[src/rtl/ip_psram_pattern_tester.sv]
// PSRAM pattern tester: writes a pattern over the whole address range of each channel,
// reads it back and compares it, then reports per-channel error statistics over the UART.
module ip_psram_pattern_tester #(
    parameter int          CHANNELS = 2,
    parameter int          ADDR_W   = 22,
    parameter logic [7:0]  SEED     = 8'hA5,
    parameter int          TIMEOUT  = 255
) (
    input  logic                         clk,
    input  logic                         n_reset,
    input  logic                         start,
    input  logic [1:0]                   mode,
    input  logic                         initial_busy,
    output logic [CHANNELS-1:0]          rd,
    output logic [CHANNELS-1:0]          wr,
    input  logic [CHANNELS-1:0]          busy,
    output logic [CHANNELS*ADDR_W-1:0]   address,
    output logic [CHANNELS*8-1:0]        wdata,
    input  logic [CHANNELS*8-1:0]        rdata,
    input  logic [CHANNELS-1:0]          rdata_en,
    output logic [7:0]                   send_data,
    output logic                         send_req,
    input  logic                         send_busy,
    output logic [2:0]                   state,
    output logic                         done,
    output logic                         pass
);
    localparam int                CH_W     = 1;
    localparam logic [CH_W-1:0]   LAST_CH  = CH_W'(CHANNELS - 1);
    localparam logic [7:0]        TMO_LAST = 8'(TIMEOUT - 1);

    typedef enum logic [2:0] {
        IDLE      = 3'd0,
        WAIT_INIT = 3'd1,
        WRITE     = 3'd2,
        READ      = 3'd3,
        RDWAIT    = 3'd4,
        REPORT    = 3'd5,
        NEXT      = 3'd6,
        DONE      = 3'd7
    } state_t;

    state_t              state_q, state_d;
    logic [CH_W-1:0]     ch;
    logic [ADDR_W-1:0]   addr, req_addr;
    logic [7:0]          lfsr, req_data, exp_data;
    logic [1:0]          mode_q;
    logic [23:0]         err, fa;
    logic                fail;
    logic                req_rd, req_wr;
    logic [7:0]          tmo;
    logic [2:0]          byte_idx;
    logic                send_gap, send_req_q, done_q, pass_q;
    logic [7:0]          send_data_q;

    logic                ch_busy, ch_en, req_prev, can_issue, wr_acc, rd_acc;
    logic                tmo_hit, rd_done, rd_bad, last_addr, last_ch, send_ok;
    logic [7:0]          ch_rdata, pattern, lfsr_nxt, tx_byte;
    logic [15:0]         a16;
    logic [23:0]         a24, fa_rep;

    assign ch_busy   = busy[ch];
    assign ch_en     = rdata_en[ch];
    assign ch_rdata  = rdata[8*ch +: 8];
    assign req_prev  = req_rd | req_wr;
    assign can_issue = !ch_busy && !req_prev;
    assign wr_acc    = req_wr && !ch_busy;
    assign rd_acc    = req_rd && !ch_busy;
    assign tmo_hit   = (tmo == TMO_LAST) && !ch_en;
    assign rd_done   = (state_q == RDWAIT) && (ch_en || tmo_hit);
    assign rd_bad    = ch_en ? (ch_rdata != exp_data) : 1'b1;
    assign last_addr = &addr;
    assign last_ch   = (ch == LAST_CH);
    assign send_ok   = (state_q == REPORT) && !send_req_q && !send_gap && !send_busy;
    assign fa_rep    = (err == 24'd0) ? 24'hFFFFFF : fa;
    assign lfsr_nxt  = {lfsr[6:0], lfsr[7] ^ lfsr[5] ^ lfsr[4] ^ lfsr[3]};

    // Zero-extended views of the address; missing high bits read as 0 for narrow ADDR_W.
    always_comb begin
        a16 = '0;
        a24 = '0;
        for (int b = 0; b < ADDR_W && b < 24; b++) begin
            a24[b] = addr[b];
            if (b < 16) a16[b] = addr[b];
        end
    end

    always_comb begin
        pattern = a16[7:0];
        case (mode_q)
            2'd0: pattern = a16[7:0];
            2'd1: pattern = ~a16[7:0];
            2'd2: pattern = lfsr;
            2'd3: pattern = a16[7:0] ^ a16[15:8];
            default: pattern = a16[7:0];
        endcase
    end

    always_comb begin
        tx_byte = 8'h43;
        case (byte_idx)
            3'd0: tx_byte = 8'h43;
            3'd1: tx_byte = 8'(ch);
            3'd2: tx_byte = err[23:16];
            3'd3: tx_byte = err[15:8];
            3'd4: tx_byte = err[7:0];
            3'd5: tx_byte = fa_rep[23:16];
            3'd6: tx_byte = fa_rep[15:8];
            3'd7: tx_byte = fa_rep[7:0];
            default: tx_byte = 8'h43;
        endcase
    end

    always_comb begin
        state_d = state_q;
        case (state_q)
            IDLE, DONE: if (start) state_d = WAIT_INIT;
            WAIT_INIT:  if (!initial_busy) state_d = WRITE;
            WRITE:      if (wr_acc && last_addr) state_d = READ;
            READ:       if (rd_acc) state_d = RDWAIT;
            RDWAIT:     if (rd_done) state_d = last_addr ? REPORT : READ;
            // byte_idx wraps to 0 exactly when the eighth byte is on the wire
            REPORT:     if (send_req_q && byte_idx == 3'd0) state_d = NEXT;
            NEXT:       state_d = last_ch ? DONE : WAIT_INIT;
            default:    state_d = IDLE;
        endcase
    end

    always_ff @(posedge clk or negedge n_reset) begin
        if (!n_reset) begin
            state_q     <= IDLE;
            ch          <= '0;
            addr        <= '0;
            req_addr    <= '0;
            lfsr        <= '0;
            req_data    <= '0;
            exp_data    <= '0;
            mode_q      <= '0;
            err         <= '0;
            fa          <= '0;
            fail        <= 1'b0;
            req_rd      <= 1'b0;
            req_wr      <= 1'b0;
            tmo         <= '0;
            byte_idx    <= '0;
            send_gap    <= 1'b0;
            send_req_q  <= 1'b0;
            send_data_q <= '0;
            done_q      <= 1'b0;
            pass_q      <= 1'b0;
        end else begin
            state_q    <= state_d;
            req_rd     <= 1'b0;
            req_wr     <= 1'b0;
            send_req_q <= 1'b0;
            send_gap   <= send_req_q;
            case (state_q)
                IDLE, DONE: begin
                    if (start) begin
                        mode_q   <= mode;
                        ch       <= '0;
                        err      <= '0;
                        fa       <= '0;
                        fail     <= 1'b0;
                        done_q   <= 1'b0;
                        pass_q   <= 1'b0;
                        byte_idx <= '0;
                    end
                end
                WAIT_INIT: begin
                    if (!initial_busy) begin
                        addr <= '0;
                        lfsr <= SEED;
                    end
                end
                WRITE: begin
                    if (wr_acc) begin
                        addr <= addr + 1'b1;
                        lfsr <= last_addr ? SEED : lfsr_nxt;
                    end else if (can_issue) begin
                        req_wr   <= 1'b1;
                        req_addr <= addr;
                        req_data <= pattern;
                    end
                end
                READ: begin
                    if (rd_acc) begin
                        lfsr <= lfsr_nxt;
                        tmo  <= '0;
                    end else if (can_issue) begin
                        req_rd   <= 1'b1;
                        req_addr <= addr;
                        exp_data <= pattern;
                    end
                end
                RDWAIT: begin
                    tmo <= tmo + 8'd1;
                    if (rd_done) begin
                        if (rd_bad) begin
                            if (err != 24'hFFFFFF) err <= err + 24'd1;
                            if (err == 24'd0) fa <= a24;
                        end
                        addr <= addr + 1'b1;
                    end
                end
                REPORT: begin
                    if (send_ok) begin
                        send_req_q  <= 1'b1;
                        send_data_q <= tx_byte;
                        byte_idx    <= byte_idx + 3'd1;
                    end
                end
                NEXT: begin
                    fail     <= fail | (err != 24'd0);
                    err      <= '0;
                    fa       <= '0;
                    req_addr <= '0;
                    req_data <= '0;
                    if (last_ch) begin
                        done_q <= 1'b1;
                        pass_q <= !(fail || (err != 24'd0));
                    end else begin
                        ch <= ch + 1'b1;
                    end
                end
                default: ;
            endcase
        end
    end

    // Only the channel under test sees requests; the others are held at 0.
    for (genvar i = 0; i < CHANNELS; i++) begin : g_ch
        logic sel;
        assign sel                          = (ch == CH_W'(i));
        assign rd[i]                        = req_rd & sel;
        assign wr[i]                        = req_wr & sel;
        assign address[i*ADDR_W +: ADDR_W]  = sel ? req_addr : '0;
        assign wdata[i*8 +: 8]              = sel ? req_data : '0;
    end

    assign send_data = send_data_q;
    assign send_req  = send_req_q;
    assign state     = state_q;
    assign done      = done_q;
    assign pass      = pass_q;

endmodule

[config.mk]
export PLATFORM = sky130hd
export DESIGN_NAME = ip_psram_pattern_tester
export DESIGN_NICKNAME = d
export VERILOG_FILES = /design/src/rtl/ip_psram_pattern_tester.sv
export SDC_FILE = /design/constraint.sdc
export NUM_CORES = 1
export LEC_CHECK = 0
export BUFFER_PORTS_ARGS = -buffer_cell sky130_fd_sc_hd__buf_2
export CORE_MARGIN = 5
export CORE_UTILIZATION = 55
export DETAILED_ROUTE_END_ITERATION = 7
export GPL_ROUTABILITY_DRIVEN = 0
export PLACE_DENSITY = 0.75
export SLEW_MARGIN = 20
export SYNTH_ARGS = -nofsm -noshare
export SYNTH_HDL_FRONTEND = slang
export SYNTH_SLANG_ARGS = --single-unit
[constraint.sdc]
create_clock -name clk -period 4.6 [get_ports clk]
set_clock_uncertainty 0.2 [all_clocks]
set_input_delay 0.69 -clock clk [delete_from_list [all_inputs] [get_ports clk]]
set_output_delay 0.69 -clock clk [all_outputs]
set_load 0.01 [all_outputs]
; ---- Yosys cells after proc, flatten, opt, wreduce, memory -nomap -nowiden
; Index checks and enable logic that the tools add are counted.
[classes]
addsub = 5
order_cmp = 1
n_eq_ne = 35
shifts = 1
mux = 66
bitwise_logic = 13
reduce_logical = 48
[op_table]
columns = operator, count
row1 = two-way mux 24 bit, 8
row2 = two-way mux 22 bit, 8
row3 = one-hot mux 24 bit (3 select lines), 2
row4 = one-hot mux 22 bit (3 select lines), 2
row5 = two-way mux 8 bit, 9
row6 = one-hot mux 8 bit (8 select lines), 1
row7 = one-hot mux 8 bit (2 select lines), 2
row8 = one-hot mux 8 bit (4 select lines), 1
row9 = two-way mux 3 bit, 10
row10 = adder 24 x 1 -> 24 bit (second input constant), 1
row11 = equality test 3 bit (second input constant), 8
row12 = zero test 24 bit, 1
row13 = inequality test 2 bit (second input constant), 12
row14 = inequality test 24 bit (second input constant), 1
row15 = one-hot mux 8 bit (3 select lines), 1
row16 = nonzero test 24 bit, 1
row17 = adder 22 x 1 -> 22 bit (second input constant), 1
row18 = AND reduction 22 bit, 1
row19 = one-hot mux 3 bit (7 select lines), 1
row20 = two-way mux 1 bit, 16
row21 = variable part select 16 x 5 -> 8 bit, 1
row22 = AND reduction 3 bit, 5
row23 = equality test 3 x 2 -> 1 bit (second input constant), 4
row24 = nonzero test 3 bit, 4
row25 = 29 further kinds, 68
[word_totals]
regBits = 148
in_bits = 27
out_inout_bits = 78
elab_cells = 189

; ---- Logic depth before layout (Yosys ltp)
[depth]
word_depth = 8
depth_mapped = 9
ltp_nobuf = 8

; ---- Worst setup path after synthesis
; Ideal clock, no wire load.
[synth_timing]
path_kind = input -> register
startpoint = in busy[1]
endpoint = reg addr[20]
setup_time_ns = 0.069
arrival_ns = 2.105
required_ns = 4.331
setup_slack_ns = 2.226
stages = 6
path_buffers = 0
path_cell_list = mux2_2 -> o31ai_1 -> and2_1 -> o21ai_1 -> or4_1 -> nand3_1
[synth_between]
elab_chain_cells = 6
[synth_rtl]
columns = item, line
row1 = from (decl), 16  ; input logic [CHANNELS-1:0] busy,
row2 = two-way mux 1 bit (not written as such) (2 in a row), 62  ; assign ch_busy = busy[ch];
row3 = zero test 1 bit, 67  ; assign wr_acc = req_wr && !ch_busy;
row4 = logical AND 1 bit, 67
row5 = inequality test 2 bit (no line), --
row6 = AND reduction 4 bit (no line), --
row7 = to (signal assigned), 178  ; addr <= addr + 1'b1;
row8 = to (signal assigned), 203  ; addr <= addr + 1'b1;
row9 = to (decl), 45  ; logic [ADDR_W-1:0] addr, req_addr;
; Every way passes these cells. The select of a mux whose other input is x is not followed.
; A chain may end at the register's enable or synchronous reset.

; ---- Final worst setup path
[layout_timing]
startpoint = reg state_q[0], in the netlist state[0]
endpoint = reg err[21]
[layout_between]
elab_chain_cells = 4
elab_cells_between_ends = 13
cone_classes = 7 x eq/ne / 1 x mux / 5 x reduce/logical
[layout_rtl]
columns = item, line
row1 = from (decl), 43  ; state_t state_q, state_d;
row2 = from (signal assigned), 152  ; state_q <= state_d;
row3 = equality test 3 bit (tied with other cells), 157  ; case (state_q)
row4 = OR reduction 2 bit / logical AND 1 bit (equally long branches), "157, 70"
row5 = inequality test 2 bit (no line) / nonzero test 3 bit (equally long branches), --
row6 = AND reduction 5 bit (no line), --
row7 = to (signal assigned), 200  ; if (err != 24'hFFFFFF) err <= err + 24'd1;
row8 = to (decl), 48  ; logic [23:0] err, fa;
; Several ways; a longest one is shown, not always the timed one.

==> flow_summary_export.csv <==
group,metric,value,unit
timing,setup_viol,0,
placed_design,numPortBuffers,104,
cells_and_area,multiInputGateArea,4260,um2
placed_design,dp_slack,1.210,ns
timing,finalCritPeriodShare,0.7607,
setup_path,reg2reg_from,"state[0]",
cells_and_area,seq_area,3655,um2
cells_and_area,stdcell_count,1184,
setup_path,rr_worst_depth,6,
yosys,ys_seq_elements,146,
timing,grt_setup_unrepaired,"false",
floorplanning,die_h,133.2,um
power_and_ir_drop,peakVddDrop,0.3046,mV
routing,drt_wl_total,22970,um
floorplanning,rows,45,
yosys,async_flop_share,1.000,
floorplanning,core,15030,um2
setup_path,crit_fanout,23,
routing,wl_per_cell,19.40,um
routing,avgViaCountPerCell,6.267,
placed_design,hpwlAfterDp,15770,um
timing,min_period,3.499,ns
timing,slew_headroom,0.3685,
clocking,cts_buffers,17,
clocking,cts.sinks,146,
setup_path,critPathCaptureType,"flip-flop",
setup_path,critPathLaunchType,"flip-flop",
yosys,avgSynthCellArea,8.963,um2
timing,timing.final.ws_setup,1.101,ns
power_and_ir_drop,power_density,487.4,nW/um2
yosys,synth_cells,931,
clocking,post_cts_buffers,0,
worst_hold_path,hold_class,"primary input to async pin",
routing,drc_errors,0,
setup_path,r2r_end,"err[21]",
routing,vias,7420,
placed_design,dp.cells,1153,
routing,drtAntennaViolNets,0,
cells_and_area,nNetsFinal,1022,
setup_path,reg2reg_slack,1.10,ns
yosys,yosysWarnings,0,
global_route,grt_max_degree,75,
floorplanning,ioPinCount,105,
routing,drtIter0Drc,877,
clocking,root_buffer,"clkbuf_16",
clocking,ctsResizeCount,0,
setup_path,cp.arrival,3.61,ns
timing,tns,0,ns
yosys,syn_nets,969,
timing,slew_viol_final,0,
global_route,grt_pass1_wl,37980,um
global_route,track_usage,0.2658,
clocking,cts_tree,"done",
cells_and_area,drive_gt1_frac,0.1667,
timing,worstMarginPinSlew,0.9409,ns
yosys,netlist_area,8344,um2
timing,fmax,285.8,MHz
power_and_ir_drop,p_total,4565,uW
cells_and_area,postLayoutCoreUtil,0.6231,
cells_and_area,area_growth,12.25,%
timing,hold_viol,0,
global_route,grt_overflow,0,
yosys,synth_edf_count,0,
global_route,grt_pass1_vias,7032,
setup_path,worstSetupPathType,"flip-flop to flip-flop",
clocking,cts.htree.levels,4,
setup_path,worstPathRequired,4.71,ns
routing,dr.pass1.iters,7,
floorplanning,die_w,133.2,um
global_route,antenna_found_initial,0,
clocking,hold_buffers,0,
cells_and_area,antenna_cells,0,
clocking,cts_max_path_buffers,2,
clocking,clkTransAtPathRegs,0.06,ns
run,drv_cap,0,
power_and_ir_drop,power_leakage,0.004301,uW
yosys,yosysSeqAreaShare,0.4378,
yosys,synth_ff_type,"dfrtp_1",
floorplanning,start_util,0.5551,
floorplanning,die_area,17730,um2
cells_and_area,fillCellCount,1259,
run_status,outcome,"finished clean",
clocking,clk-insertion-delay-late,0.43,ns
yosys,yosysUniqueCellTypes,66,
## critical path, stage by stage, from the launching register on
cell	delay, ns
dfrtp_1	0.73
inv_1	0.28
nand2b_1	0.74
nor3_1	0.25
a311oi_4	0.55
nand2_4	0.22
o41ai_1	0.40
## synth_stat cells (all sizes together), types with 11 or more instances
master | count | area (um2)
a22o | 30 | 262.8
a31oi | 15 | 93.84
nand2 | 103 | 394.1
nor2 | 55 | 206.5
nand4 | 13 | 87.58
and2 | 43 | 271.5
inv | 16 | 60.05
nor2b | 40 | 250.2
mux2i | 18 | 183.9
and3 | 17 | 106.4
a21oi | 35 | 175.2
clkbuf | 58 | 221.5
o31ai | 43 | 322.8
o21ai | 96 | 484.2
dfrtp | 146 | 3654
buf | 21 | 151.4
ha | 11 | 137.6
xnor2 | 12 | 105.1
nand3 | 46 | 230.2
## how the worst max path moves through the flow
stage | depth (start not counted) | slack (ns) | from | to
floorplan | 6 | 2.23 | busy[1] | addr[20]
CTS | 6 | 1.16 | state[0] | err[21]
detailed placement | 6 | 1.21 | state[0] | err[21]
global placement | 6 | 1.33 | state[0] | err[21]
global route | 6 | 0.83 | state[0] | fa[11]
finish | 6 | 1.10 | state[0] | err[21]
## registers in the layout, indices dropped and copies added (netlist names), 22 cells and up
signal,cells
err,24
req_addr,22
addr,22
fa,22
## kinds of logic after synthesis
kind of cell	Yosys count	synth area share
compound gates	271	0.2152
xor+xnor	21	0.02204
mux	23	0.02879
simple gates	364	0.2278
fa+ha+maj	11	0.01649
buf+inv	95	0.05188
flops	146	0.4378
## routing by layer
| layer | GRT usage | wire, um |
|---|---|---|
| met1 | 0.3862 | 10060 |
| met2 | 0.4083 | 10750 |
| met3 | 0.05060 | 1730 |
| met4 | 0.07714 | 436 |
| met5 | 0 | 0 |
## layout by cell type (no fill, tap or decap), drive strengths merged, types with 10 or more instances in the layout
| cell | count |
|---|---|
| ha | 11 |
| xnor2 | 12 |
| and2 | 43 |
| buf | 113 |
| nor2b | 40 |
| nand3 | 46 |
| and4 | 10 |
| a31oi | 15 |
| clkbuf | 20 |
| dfrtp | 146 |
| inv | 18 |
| o21ai | 96 |
| a22o | 30 |
| o41ai | 10 |
| nand4 | 13 |
| nor2 | 55 |
| and3 | 17 |
| a21oi | 35 |
| o31ai | 43 |
| mux2i | 18 |
| nand2 | 103 |
## layout make-up
cell class | instances | area share
Inverter | 16 | 0.006412
Clock buffer | 20 | 0.04876
Multi-Input combinational cell | 690 | 0.4548
Tap cell | 188 | 0.02511
Sequential cell | 146 | 0.3902
Timing Repair Buffer | 113 | 0.06345
Clock inverter | 11 | 0.01122
## stage by stage
| stage | cell area (um2) | hold WS, ns |
|---|---|---|
| floorplan | 8344 | 0.1944 |
| global placement | 8802 | 0.2495 |
| detailed placement | 8802 | 0.2532 |
| CTS | 9364 | 0.1049 |
| global route | 9366 | 0.1459 |
| finish | 9366 | 0.08849 |
## power by group
part           switching, uW  internal (uW)  leakage, uW  total, uW
clock                    566            772     0.000265       1340
combinational            892            538      0.00207       1430
sequential               309           1490      0.00196       1800
total                   1770           2800      0.00430       4570
Note: power is estimated with default switching activity, not from simulation.
